===== src/rtl/partition_arbiter.sv =====
// Round-robin arbiter merging NUM_IN tuple streams into one registered output,
// with end-of-stream tracking and a saturating delivered-tuple counter.
module partition_arbiter #(
  parameter int          INPUT_SIZE  = 64,
  parameter int          NUM_IN      = 4,
  parameter logic [31:0] COUNT_RESET = 32'h0
) (
  input  logic                                clk,
  input  logic                                reset,
  input  logic [NUM_IN-1:0]                   in_valid,
  output logic [NUM_IN-1:0]                   in_ready,
  input  logic [NUM_IN-1:0][INPUT_SIZE-1:0]   in_data,
  input  logic [NUM_IN-1:0][31:0]             in_tag,
  input  logic [NUM_IN-1:0][63:0]             in_serialnum,
  input  logic [NUM_IN-1:0]                   in_was_joined,
  input  logic [NUM_IN-1:0]                   in_last_processed,
  input  logic                                ready_4_output,
  output logic [INPUT_SIZE-1:0]               out_data,
  output logic [31:0]                         out_tag,
  output logic [63:0]                         out_serialnum,
  output logic                                out_was_joined,
  output logic                                out_valid,
  output logic                                out_last_processed,
  output logic [31:0]                         out_count
);

  localparam int PTR_W = $clog2(NUM_IN);

  typedef enum logic [1:0] {
    RUN   = 2'd0,
    DRAIN = 2'd1,
    DONE  = 2'd2
  } state_t;

  state_t                  state_q, state_d;
  logic [PTR_W-1:0]        rr_ptr_q, rr_ptr_d;
  logic [NUM_IN-1:0]       done_q, done_d;
  logic [INPUT_SIZE-1:0]   out_data_q, out_data_d;
  logic [31:0]             out_tag_q, out_tag_d;
  logic [63:0]             out_serialnum_q, out_serialnum_d;
  logic                    out_was_joined_q, out_was_joined_d;
  logic                    out_valid_q, out_valid_d;
  logic                    out_last_q, out_last_d;
  logic [31:0]             out_count_q, out_count_d;

  logic                    ld;
  logic                    grant_found;
  logic [PTR_W-1:0]        grant_idx;
  logic [PTR_W:0]          scan_idx;
  logic                    all_done;
  logic                    any_valid;

  assign ld = ready_4_output | ~out_valid_q;

  // Scan streams starting at rr_ptr, wrapping modulo NUM_IN; first valid wins.
  always_comb begin
    grant_found = 1'b0;
    grant_idx   = '0;
    scan_idx    = '0;
    for (int k = 0; k < NUM_IN; k++) begin
      scan_idx = {1'b0, rr_ptr_q} + (PTR_W+1)'(k);
      if (scan_idx >= (PTR_W+1)'(NUM_IN)) begin
        scan_idx = scan_idx - (PTR_W+1)'(NUM_IN);
      end
      if (!grant_found && in_valid[scan_idx[PTR_W-1:0]]) begin
        grant_found = 1'b1;
        grant_idx   = scan_idx[PTR_W-1:0];
      end
    end
  end

  always_comb begin
    in_ready = '0;
    if (ld && grant_found && !reset) begin
      in_ready = NUM_IN'(1) << grant_idx;
    end
  end

  always_comb begin
    out_data_d       = out_data_q;
    out_tag_d        = out_tag_q;
    out_serialnum_d  = out_serialnum_q;
    out_was_joined_d = out_was_joined_q;
    out_valid_d      = out_valid_q;
    rr_ptr_d         = rr_ptr_q;
    if (ld) begin
      if (grant_found) begin
        out_data_d       = in_data[grant_idx];
        out_tag_d        = in_tag[grant_idx];
        out_serialnum_d  = in_serialnum[grant_idx];
        out_was_joined_d = in_was_joined[grant_idx];
        out_valid_d      = 1'b1;
        rr_ptr_d         = (grant_idx == PTR_W'(NUM_IN - 1)) ? '0 : grant_idx + PTR_W'(1);
      end else begin
        out_data_d       = '0;
        out_tag_d        = '0;
        out_serialnum_d  = '0;
        out_was_joined_d = 1'b0;
        out_valid_d      = 1'b0;
      end
    end
  end

  always_comb begin
    out_count_d = out_count_q;
    if (out_valid_q && ready_4_output && (out_count_q != 32'hFFFF_FFFF)) begin
      out_count_d = out_count_q + 32'd1;
    end
  end

  // Done bits that set this cycle already count toward the all-done test.
  always_comb begin
    done_d    = done_q | (in_last_processed & ~in_valid);
    all_done  = &done_d;
    any_valid = |in_valid;
    state_d   = state_q;
    unique case (state_q)
      RUN: begin
        if (all_done && !any_valid) state_d = DRAIN;
      end
      DRAIN: begin
        if (any_valid) begin
          state_d = RUN;
        end else if (!out_valid_q || ready_4_output) begin
          state_d = DONE;
        end
      end
      DONE: begin
        if (any_valid) state_d = RUN;
      end
      default: state_d = RUN;
    endcase
    out_last_d = (state_d == DONE);
  end

  always_ff @(posedge clk) begin
    if (reset) begin
      state_q          <= RUN;
      rr_ptr_q         <= '0;
      done_q           <= '0;
      out_data_q       <= '0;
      out_tag_q        <= '0;
      out_serialnum_q  <= '0;
      out_was_joined_q <= 1'b0;
      out_valid_q      <= 1'b0;
      out_last_q       <= 1'b0;
      out_count_q      <= COUNT_RESET;
    end else begin
      state_q          <= state_d;
      rr_ptr_q         <= rr_ptr_d;
      done_q           <= done_d;
      out_data_q       <= out_data_d;
      out_tag_q        <= out_tag_d;
      out_serialnum_q  <= out_serialnum_d;
      out_was_joined_q <= out_was_joined_d;
      out_valid_q      <= out_valid_d;
      out_last_q       <= out_last_d;
      out_count_q      <= out_count_d;
    end
  end

  assign out_data           = out_data_q;
  assign out_tag            = out_tag_q;
  assign out_serialnum      = out_serialnum_q;
  assign out_was_joined     = out_was_joined_q;
  assign out_valid          = out_valid_q;
  assign out_last_processed = out_last_q;
  assign out_count          = out_count_q;

endmodule


===== config.mk =====
export PLATFORM = sky130hd
export DESIGN_NAME = partition_arbiter
export DESIGN_NICKNAME = d
export VERILOG_FILES = /design/src/rtl/partition_arbiter.sv
export SDC_FILE = /design/constraint.sdc
export NUM_CORES = 1
export LEC_CHECK = 0
export BUFFER_PORTS_ARGS = -buffer_cell sky130_fd_sc_hd__buf_2
export CELL_PAD_IN_SITES_DETAIL_PLACEMENT = 2
export CELL_PAD_IN_SITES_GLOBAL_PLACEMENT = 2
export CORE_AREA = 4 4 326 328
export DETAILED_ROUTE_END_ITERATION = 8
export DIE_AREA = 0 0 330 332
export GPL_TIMING_DRIVEN = 0
export PLACE_DENSITY_LB_ADDON = 0.25
export SYNTH_ARGS = -nofsm -noshare
export SYNTH_HDL_FRONTEND = slang
export SYNTH_SLANG_ARGS = --single-unit

===== constraint.sdc =====
create_clock -name clk -period 3.3 [get_ports clk]
set_input_delay 0.33 -clock clk [delete_from_list [all_inputs] [get_ports clk]]
set_output_delay 0.33 -clock clk [all_outputs]
set_load 0.02 [all_outputs]

== Word level (Yosys, flattened, before mapping) ==
Cells that the tools add are included.

* Add/subtract/negate cells: 9
* $lt $le $gt $ge: 9
* Equality and inequality tests: 5
* Shift-type cells: 1
* Muxes and demuxes: 40
* Bitwise logic cells: 5
* Reductions and logical operators: 19

{| class="wikitable"
|+ Operators with widths
! kind !! count
|-
| binary-select mux 64 bit (select 2 bit) || 2
|-
| two-way mux 64 bit || 4
|-
| binary-select mux 32 bit (select 2 bit) || 1
|-
| two-way mux 32 bit || 2
|-
| adder 32 x 1 -> 32 bit, second input constant || 1
|-
| != test 32 bit, second input constant || 1
|-
| two-way mux 2 bit || 13
|-
| < comparator 2 x 3 -> 1 bit, second input constant || 5
|-
| two-way mux 1 bit || 11
|-
| binary-select mux 1 bit (select 2 bit) || 5
|-
| greater-or-equal comparator 3 bit, second input constant || 3
|-
| logical AND 1 bit || 8
|-
| subtractor 2 x 1 -> 2 bit, second input constant || 4
|-
| adder 2 x 2 -> 3 bit, second input constant || 2
|-
| equality test 2 bit, second input constant || 3
|-
| zero test 1 bit || 6
|-
| case mux 2 bit (3 select lines) || 1
|-
| AND 4 bit || 1
|-
| two-way mux 4 bit || 1
|-
| inverter 4 bit || 1
|-
| bitwise OR 4 bit || 1
|-
| AND reduction 4 bit || 1
|-
| OR reduction 4 bit || 1
|-
| << shifter 1 x 2 -> 4 bit, first input constant || 1
|-
| 9 further kinds || 9
|}

* Register bits: 203
* Input bits: 655
* Output and inout bits: 199
* Logic and storage cells: 98

== Depth between registers and ports, before layout ==
Gate-level depths: netlist (run 1).

* Depth after elaboration: 17
* Gate-level depth with buffers: 10
* Depth with buffers taken out: 7

== Worst setup path before layout (run 1) ==
No wires, ideal clock.

* Path type: reg2reg
* Start: reg out_count_q[0] (netlist: out_count[0])
* End: reg out_count_q[13] (netlist: out_count[13])
* Data arrival time: 2.320 ns
* Data required time: 3.179 ns
* Path slack: 0.859 ns
* Stages on the path, launching flop included: 8
* Path buffers: 1
* Period minus slack after synthesis: 2.441 ns
* Cells stage by stage: dfxtp_1 ha_1 nand4_1 or4_4 o31ai_4 buf_6 nor3_1 mux2_4

* Cells in the longest elaborated chain, start to end: 2
* Elaborated cells on any way between the ends: 3

{| class="wikitable"
|+ RTL lines
! element !! RTL line !! text
|-
| start, declared || 44 || <nowiki>logic [31:0] out_count_q, out_count_d;</nowiki>
|-
| start signal, assigned || 158 || <nowiki>out_count_q <= out_count_d;</nowiki>
|-
| parallel branches: the longest is 2 deep, another holds adder 32 x 1 -> 32 bit || n/a ||
|}

Several ways; the timed one is not identified.
A chain may end at the register's enable or synchronous reset.

== Worst setup path after layout (run 1) ==
* Start: reg rr_ptr_q[0]
* End: out in_ready[3]

* Cells in the longest elaborated chain, start to end: 17
* Elaborated cells on any way between the ends: 41

{| class="wikitable"
|+ RTL lines
! element !! RTL line !! text
|-
| start, declared || 36 || <nowiki>logic [PTR_W-1:0] rr_ptr_q, rr_ptr_d;</nowiki>
|-
| start signal, assigned || 150 || <nowiki>rr_ptr_q <= rr_ptr_d;</nowiki>
|-
| parallel branches: the longest is 16 deep, another holds adder 2 x 1 -> 3 bit || n/a ||
|-
| two-way mux 4 bit (*) || 74 || <nowiki>if (ld && grant_found && !reset) begin</nowiki>
|-
| end, declared || 11 || <nowiki>output logic [NUM_IN-1:0] in_ready,</nowiki>
|}

Every way passes the cells marked *. The select of a mux whose other input is x is not followed.

==> flow_metrics.env, run 1 <==
export IMPL_port_buffers=852
export IMPL_clock_skew_final_ps=10.34
export IMPL_drtAntennaViolNets=0
export IMPL_reg2reg_slack_ps=300
export IMPL_r2r_cells=8
export IMPL_path_cells="o221a_2, o21ai_4, buf_4, buf_12, inv_1, ha_1, and2_1, buf_2"
export IMPL_drive_gt1_share_pct=46.91
export IMPL_synth_edf_count=0
export IMPL_final_cells=3462
export IMPL_grt_first_pass_wirelength_um=111900
export IMPL_ys_types=45
export IMPL_grt_pass1_vias=15346
export IMPL_reg2reg_from="out_valid$_SDFFE_PP0P_"
export IMPL_grt_max_degree=21
export IMPL_setup_viol=0
export IMPL_grt_overflow=0
export IMPL_min_path_type="in -> reg"
export IMPL_core_area_um2=103200
export IMPL_root_buffer="clkbuf_16"
export IMPL_met3_usage_pct=2.841
export IMPL_yosysWarnings=0
export IMPL_synth_top_cell_area_share_pct=36.98
export IMPL_fin_crit_ps=3027
export IMPL_hold_viol=0
export IMPL_finalMaxSlewViolations=0
export IMPL_grt_use_met2_pct=26.16
export IMPL_design_die_area_um2=109600
export IMPL_syn_nets=1808
export IMPL_critical_path_cell_count=8
export IMPL_clkLatencyLatePin_ps=580
export IMPL_grtUsageTotal_pct=13.95
export IMPL_synth_async_reset_ratio_pct=0
export IMPL_fp_row_count=118
export IMPL_yosysMostFrequentCell="mux2i_1"
export IMPL_crit_required_ps=2970
export IMPL_max_stage_delay_ps=340
export IMPL_fp_dieH_um=332
export IMPL_maxSlewHeadroom_pct=21.02
export IMPL_drc=0
export IMPL_finalCritPeriodShare_pct=91.72
export IMPL_min_from="in_data[218]"
export IMPL_pin_count=854
export IMPL_postCtsSetupRepairBufs=0
export IMPL_synthesis_area_um2=10990
export IMPL_antenna_found_initial=16
export IMPL_peakVddDrop_mv=0.3319
export IMPL_min_to="out_data[26]$_SDFFE_PP0P_"
export IMPL_post_drt_wl_per_cell_um=23.56
export IMPL_ys_seq_area_share_pct=36.98
export IMPL_rsz0062_at_grt="false"
export IMPL_firstDrtPassIters=4
export IMPL_dpl_hpwl_um=69760
export IMPL_cap_violations=0
export IMPL_h_tree_depth=1
export IMPL_pre_cts_ws_ps=-1127
export IMPL_whs_path_depth=3
export IMPL_place_inst=3381
export IMPL_clockBufferDepth=3
export IMPL_path_buf_inv=4
export IMPL_routed_via_density=3.853
export IMPL_area_growth_pct=66.03
export IMPL_status="finished clean"
export IMPL_synthTopCellsByArea="dfxtp_1, mux2i_1, o221ai_1"
export IMPL_p_leak_nw=9.233
export IMPL_rr_endpoint="out_serialnum[11]$_SDFFE_PP0P_"
export IMPL_whs_ps=53.29
export IMPL_busiest_layer="met2"
export IMPL_syn_inst=1148
export IMPL_ys_top_cells_by_count="mux2i_1, dfxtp_1, nand2_1"
export IMPL_yosysTopAreaCell="dfxtp_1"
export IMPL_finalWorstSetupSlack_ps=273.2
export IMPL_worst_setup_path_type="reg -> out"
export IMPL_power_density_nw_per_um2=529.8
export IMPL_cts_tree="done"
export IMPL_arrival_ps=2700
export IMPL_crit_slowest_cell="dfxtp_1"
export IMPL_clkSlewWorstSetupHoldPaths_ps=60
export IMPL_drt_wl_total_um=81560
export IMPL_startpoint_type="flop"
export IMPL_fin_nets=2703
export IMPL_drt_iter0_markers=415
export IMPL_path_delay_family="buffers and inverters"
export IMPL_cp_max_fo=20
export IMPL_cts_sinks=203
export IMPL_fmax_ghz=0.3304
export IMPL_gp_congestion=0.8543
export IMPL_synth_ff_type="dfxtp_1"
export IMPL_endpoint_kind="output port"
export IMPL_num_vias=13340
export IMPL_tightest_slew_ps=1185
export IMPL_use_met1_pct=16.25
export IMPL_die_x_um=330
export IMPL_syn_avg_cell_area_um2=9.571
export IMPL_ys_seq_elements=203
export IMPL_final_util_pct=17.68
export IMPL_startpoint="rr_ptr_q[0]$_SDFFE_PP0P_"
export IMPL_start_util_pct=10.65
export IMPL_cts_made_buffers=31
[power by group]
| group | internal [mW] | switching (mW) | total (mW) |
|---|---|---|---|
| logic | 1.23 | 2.00 | 3.24 |
| clock network | 2.12 | 1.34 | 3.46 |
| registers | 2.78 | 0.194 | 2.97 |
[placed cells by master, fill, tap and decap left out, drive strengths merged, types with 2 or more instances in the layout]
cell           n
dfxtp        203
mux2i        323
clkinvlp       2
mux2           2
nor2b          2
o221ai       161
or3           21
diode         14
xor2           6
bufinv         2
and3           2
buf          904
a21oi         31
and2           5
o31ai          4
inv           12
nand2        178
and4           2
nor3           4
clkbuf        87
o21ai         22
o211ai         2
nand3         14
dlygate4sd3   11
ha             5
nor2          21
nor4           5
nand2b         2
clkinv         7
nand4         10
or4            6
a211oi         4
[kinds of logic (layout without fill, tap and decap cells)]
group / Yosys count / in the layout / share of synthesized area [%]
AOI/OAI and AO/OA: 229 / 229 / 16.49
xor gates and xnor gates: 6 / 6 / 0.4782
adders and majority gates: 5 / 5 / 0.5693
buffers and inverters: 105 / 1025 / 4.179
DFF: 203 / 203 / 36.98
muxes: 325 / 325 / 29.70
other: 0 / 14 / 0
and+or+nand+nor: 275 / 275 / 11.60
[cell type report]
type | instances | area [um^2]
sequential | 203 | 4064
buffer | 94 | 437.9
inverter | 9 | 33.78
fill | 12116 | 84960
timing repair buffer | 864 | 4389
antenna | 14 | 35.03
clock inverter | 14 | 136.4
tap | 1380 | 1727
multi-input combinational | 840 | 6486
clock buffer | 44 | 934.6
[timing repair]
action | in CTS | in global routing
endpoints found under the hold margin | 9 | 0
endpoints found under the setup margin | 167 | 1
hold buffers | 11 | 0
gates resized for setup | 12 | 1
[state kept, by name, indices dropped and copies added, names as in the netlist]
signal              flops
out_last_processed      1
done_q                  4
rr_ptr_q                2
out_tag                32
out_count              32
out_data               64
out_serialnum          64
out_was_joined          1
out_valid               1
state_q                 2
[tightest hold or removal path, stage by stage]
cell and delay (ps):
buf_2 70, mux2i_1 50, o221ai_1 150
[stage by stage]
step	TNS, ps	total power [mW]	area [um^2]
6_report	0	9.665	18240
5_1_grt	0	10.21	18220
4_1_cts	0	9.955	18200
3_5_place_dp	-121990	6.337	17000
3_3_place_gp	-107800	6.293	16980
2_1_floorplan	0	4.672	10990
[metal layers]
| layer | up-vias | routed length (um) |
|---|---|---|
| met5 | - | 12 |
| met4 | 2 | 1821 |
| met3 | 78 | 5795 |
| met2 | 522 | 42100 |
| met1 | 6539 | 31830 |
| li1 | 6199 | - |
[worst max path at each step]
stage                                          end  slack [ps]
global route        out_serialnum[13]$_SDFFE_PP0P_           2
detailed placement  out_serialnum[27]$_SDFFE_PP0P_       -1130
finish                                 in_ready[3]         270
CTS                                    in_ready[3]          20
global placement    out_serialnum[27]$_SDFFE_PP0P_       -1060
floorplan               out_count[13]$_SDFFE_PP0P_         860
(Power assumes the default switching activity.)
==> run 2: changes to the inputs <==
Settings changed: REMOVE_ABC_BUFFERS set to 1.
==> run 2 against run 1 <==
- routed wire length is 10% lower
- clock skew grew 6.8 ps
- hold slack better by 6.7 ps
- sequential cell count did not move
- global-route usage decreased by 1.6 points
- cell count fell by 0.32%
- sequential share of layout area is 0.95 points lower
- register-to-register slack lost 170 ps
- maximum frequency shrank 4.6%
- combinational power grew 1%
- total power up 0.60%
- critical path type is now reg -> reg
==> flow_metrics.env, run 2 (synthesized netlist as in run 1, its figures left out) <==
export IMPL_fp_dieH_um=332
export IMPL_maxSlewHeadroom_pct=34.15
export IMPL_drt_wl_total_um=73120
export IMPL_p_leak_nw=9.575
export IMPL_gp_congestion=0.8279
export IMPL_h_tree_depth=1
export IMPL_antenna_found_initial=15
export IMPL_startpoint_type="flop"
export IMPL_whs_ps=59.95
export IMPL_min_path_type="in -> reg"
export IMPL_fin_nets=2700
export IMPL_rsz0062_at_grt="true"
export IMPL_arrival_ps=3650
export IMPL_grtUsageTotal_pct=12.37
export IMPL_finalCritPeriodShare_pct=96.19
export IMPL_final_area_um2=19060
export IMPL_setup_viol=0
export IMPL_tightest_slew_ps=987.8
export IMPL_endpoint_kind="flop"
export IMPL_pin_count=854
export IMPL_clock_skew_final_ps=17.15
export IMPL_cts_made_buffers=30
export IMPL_clockBufferDepth=3
export IMPL_clkSlewWorstSetupHoldPaths_ps=60
export IMPL_firstDrtPassIters=4
export IMPL_setup_tns_ps=0
export IMPL_fin_crit_ps=3174
export IMPL_place_inst=3309
export IMPL_clkLatencyLatePin_ps=590
export IMPL_peakVddDrop_mv=0.3530
export IMPL_grt_pass1_vias=14779
export IMPL_worst_setup_path_type="reg -> reg"
export IMPL_finalMaxSlewViolations=0
export IMPL_grt_first_pass_wirelength_um=101600
export IMPL_hold_viol=0
export IMPL_port_buffers=853
export IMPL_dpl_hpwl_um=60230
export IMPL_drt_iter0_markers=361
export IMPL_drc=0
export IMPL_design_die_area_um2=109600
export IMPL_final_common_cell="buf_2"
export IMPL_num_vias=13125
export IMPL_cap_violations=0
export IMPL_cp_max_fo=23
export IMPL_grt_max_degree=70
export IMPL_grt_overflow=0
export IMPL_start_util_pct=10.65
export IMPL_post_drt_wl_per_cell_um=21.19
export IMPL_die_x_um=330
export IMPL_final_cells=3451
export IMPL_routed_via_density=3.803
export IMPL_power_density_nw_per_um2=510.1
export IMPL_cts_sinks=203
export IMPL_core_area_um2=103200
export IMPL_area_growth_pct=73.46
export IMPL_fmax_ghz=0.3150
export IMPL_cts_tree="done"
export IMPL_status="finished clean"
export IMPL_drtAntennaViolNets=0
export IMPL_crit_required_ps=3780
export IMPL_drive_gt1_share_pct=46.05
export IMPL_placedInstanceArea_um2=17130
export IMPL_fp_row_count=118
export IMPL_root_buffer="clkbuf_16"
export IMPL_mostFrequentLayoutCells="buf_2, mux2i_1, dfxtp_1, nand2_1, o221ai_1"
-- run 2: cell count changes in the layout (fill, tap and decap cells not counted), moves of 5 or more --
cell	previous run	this run
buf_1	10	0
buf_12	1	14
buf_16	0	9
buf_2	889	853
clkbuf_1	42	5
clkinv_2	7	2
diode_2	14	8
dlygate4sd3_1	11	78
mux2i_1	323	318
-- run 2: power breakdown --
group | switching, mW | internal (mW)
sequential | 0.191 | 2.78
clock | 1.31 | 2.17
combinational | 1.84 | 1.44
-- run 2: area by class of cell --
type / instances / area [um^2]
fillers: 12044 / 84140
multi-input cells: 840 / 6535
repair buffers: 956 / 5614
flip-flops and latches: 203 / 4064
well taps: 1380 / 1727
clock buffers: 50 / 987.2
clock inverters: 5 / 78.83
inverters: 9 / 33.78
diodes: 8 / 20.02
-- run 2: worst paths after layout --
| kind | start | to | slack, ps | depth (start not counted) |
|---|---|---|---|---|
| max | rr_ptr_q[0]$_SDFFE_PP0P_ | out_data[60]$_SDFFE_PP0P_ | 130 | 10 |
| min | in_tag[64] | out_tag[0]$_SDFFE_PP0P_ | 60 | 3 |
| max reg2reg | rr_ptr_q[0]$_SDFFE_PP0P_ | out_data[60]$_SDFFE_PP0P_ | 130 | 10 |
| min reg2reg | state_q[1]$_SDFF_PP0_ | state_q[0]$_SDFF_PP0_ | 440 | 1 |
-- run 2: worst max-delay path, stage by stage (launching register included) --
cell	delay, ps
dfxtp_1	350
nor2b_1	190
a211oi_1	110
o21ai_4	220
buf_6	230
buf_16	230
buf_12	220
mux2i_1	200
dlygate4sd3_1	560
o221ai_1	120
dlygate4sd3_1	590
-- run 2: stage by stage --
step | setup slack, ps | total power [mW] | utilization [%]
detailed placement | -792.3 | 6.196 | 16.59
finish | 125.8 | 9.723 | 18.47
global route | -18.45 | 10.25 | 18.46
CTS | 17.69 | 9.953 | 18.40
floorplan | -34030 | 5.282 | -
global placement | -51200 | 6.263 | 16.04
-- run 2: what timing repair did --
action / in CTS / in global routing
gates cloned: 0 / 1
hold endpoints to repair: 37 / 0
pin swaps: 1 / 1
hold buffers: 78 / 0
setup buffers: 1 / 0
endpoints found under the setup margin: 44 / 15
gates resized for setup: 6 / 4
-- run 2: routing by layer --
layer  share of wire [%]  track usage [%]
met2                  53            23.33
met5               0.037                0
met3                 7.7            3.509
met1                  37            13.47
met4                 2.3            3.062
==> run 3: changes to the inputs <==
Settings changed: SETUP_SLACK_MARGIN set to 0.15.
==> run 3 against run 2 <==
- cell count increased by 0.26%
- routed wire length increased by 1.3%
- clock skew about the same
- non-clock buffer count increased by 8
- total power increased by 1.6%
- register-to-register slack improved by 190 ps
- clock power about the same
- critical endpoint is now out_data[7]$_SDFFE_PP0P_
- highest routed layer unchanged
==> flow_metrics.env, run 3 (synthesized netlist as in run 1, its figures left out) <==
export IMPL_status="finished clean"
export IMPL_die_x_um=330
export IMPL_fp_dieH_um=332
export IMPL_finalCritPeriodShare_pct=90.33
export IMPL_cts_made_buffers=30
export IMPL_p_leak_nw=9.696
export IMPL_grt_overflow=0
export IMPL_arrival_ps=3460
export IMPL_dpl_hpwl_um=60230
export IMPL_clkSlewWorstSetupHoldPaths_ps=60
export IMPL_area_growth_pct=76.09
export IMPL_setup_viol=0
export IMPL_h_tree_depth=1
export IMPL_grt_use_met2_pct=23.51
export IMPL_drive_gt1_share_pct=46.53
export IMPL_clock_skew_final_ps=17.57
export IMPL_hold_viol=0
export IMPL_peakVddDrop_mv=0.3535
export IMPL_drtAntennaViolNets=0
export IMPL_placedInstanceArea_um2=17130
export IMPL_root_buffer="clkbuf_16"
export IMPL_cts_tree="done"
export IMPL_grt_max_degree=70
export IMPL_grtUsageTotal_pct=12.47
export IMPL_drt_iter0_markers=379
export IMPL_design_die_area_um2=109600
export IMPL_clockBufferDepth=3
export IMPL_cap_violations=0
export IMPL_fp_row_count=118
export IMPL_final_area_um2=19350
export IMPL_finalMaxSlewViolations=0
export IMPL_cts_sinks=203
export IMPL_use_met1_pct=13.52
export IMPL_maxSlewHeadroom_pct=33.39
export IMPL_startpoint_type="flop"
export IMPL_rsz0062_at_grt="false"
export IMPL_port_buffers=853
export IMPL_firstDrtPassIters=4
export IMPL_met3_usage_pct=3.617
export IMPL_power_density_nw_per_um2=510.3
export IMPL_fin_nets=2709
export IMPL_grt_first_pass_wirelength_um=102400
export IMPL_final_util_pct=18.75
export IMPL_worst_setup_path_type="reg -> reg"
export IMPL_core_area_um2=103200
export IMPL_start_util_pct=10.65
export IMPL_fin_crit_ps=2981
export IMPL_endpoint_kind="flop"
export IMPL_post_drt_wl_per_cell_um=21.40
export IMPL_drc=0
export IMPL_gp_congestion=0.8279
export IMPL_min_path_type="in -> reg"
export IMPL_final_common_cell="buf_2"
export IMPL_tightest_slew_ps=999.2
export IMPL_busiest_layer="met2"
export IMPL_mostFrequentLayoutCells="buf_2, mux2i_1, dfxtp_1, nand2_1, o221ai_1"
export IMPL_routed_via_density=3.809
export IMPL_pin_count=854
export IMPL_crit_required_ps=3780
export IMPL_fmax_ghz=0.3355
export IMPL_clkLatencyLatePin_ps=590
export IMPL_antenna_found_initial=15
export IMPL_cp_max_fo=17
export IMPL_grt_pass1_vias=14837
export IMPL_drt_wl_total_um=74060
export IMPL_num_vias=13179
export IMPL_num_fill_cells=12024
-- run 3: changes by cell type in the layout (fill, tap and decap cells not counted), moves of 2 or more --
| cell | before | now |
|---|---|---|
| buf_12 | 14 | 11 |
| mux2i_4 | 2 | 5 |
| dlygate4sd3_1 | 78 | 80 |
| mux2i_1 | 318 | 314 |
| buf_16 | 9 | 13 |
| bufbuf_16 | 0 | 4 |
-- run 3: power by group --
part	internal (mW)	switching (mW)	total, mW
Combinational	1.55	1.87	3.43
Clock	2.17	1.31	3.48
Sequential	2.78	0.191	2.97
Total	6.50	3.38	9.87
-- run 3: per-stage QoR --
| step | instances | hold slack [ps] | power [mW] | TNS [ps] | setup slack [ps] |
|---|---|---|---|---|---|
| floorplan | 1052 | 399.1 | 5.282 | -5336290 | -34030 |
| global placement | 3285 | 428.1 | 6.263 | -7453390 | -51200 |
| detailed placement | 3309 | 444.6 | 6.196 | -20540 | -792.3 |
| CTS | 3449 | 0.2983 | 10.09 | 0 | 170.4 |
| global route | 3456 | 24.67 | 10.40 | 0 | 177.6 |
| finish | 3460 | 60.91 | 9.875 | 0 | 319.0 |
-- run 3: final cells by class --
cell class | instances | area, um^2 | area share (%)
Clock buffer | 50 | 987.2 | 5.102
Multi-Input combinational cell | 841 | 6599 | 34.10
Tap cell | 1380 | 1727 | 8.924
Sequential cell | 203 | 4064 | 21.00
Clock inverter | 5 | 78.83 | 0.4074
Timing Repair Buffer | 964 | 5839 | 30.18
Inverter | 9 | 33.78 | 0.1746
Antenna cell | 8 | 20.02 | 0.1035
-- run 3: metal layers --
metal,up-vias,wire length (um)
met5,-,27
met4,6,1719
met3,75,6063
met2,466,38990
met1,6420,27260
li1,6212,-
-- run 3: worst paths after layout --
check | start | to | slack (ps) | cells past startpoint
setup reg to reg | rr_ptr_q[0]$_SDFFE_PP0P_ | out_data[7]$_SDFFE_PP0P_ | 320 | 10
hold reg to reg | state_q[1]$_SDFF_PP0_ | state_q[0]$_SDFF_PP0_ | 440 | 1
hold / removal | in_tag[64] | out_tag[0]$_SDFFE_PP0P_ | 60 | 3
setup / recovery | rr_ptr_q[0]$_SDFFE_PP0P_ | out_data[7]$_SDFFE_PP0P_ | 320 | 10
-- run 3: critical path, stage by stage (launching register included) --
cell and delay (ps):
dfxtp_1 360, nor2b_2 170, a211oi_2 80, o21ai_4 210, buf_16 200, buf_16 190, buf_16 180, mux2i_1 200
dlygate4sd3_1 570, o221ai_1 110, dlygate4sd3_1 570
-- run 3: repair_timing --
item | CTS | global route
cloned | 4 | 3
pin swaps | 1 | 1
endpoints found under the setup margin | 53 | 43
endpoints found under the hold margin | 37 | 0
gates resized for setup | 20 | 4
setup buffers | 1 | 0
hold buffers | 80 | 0
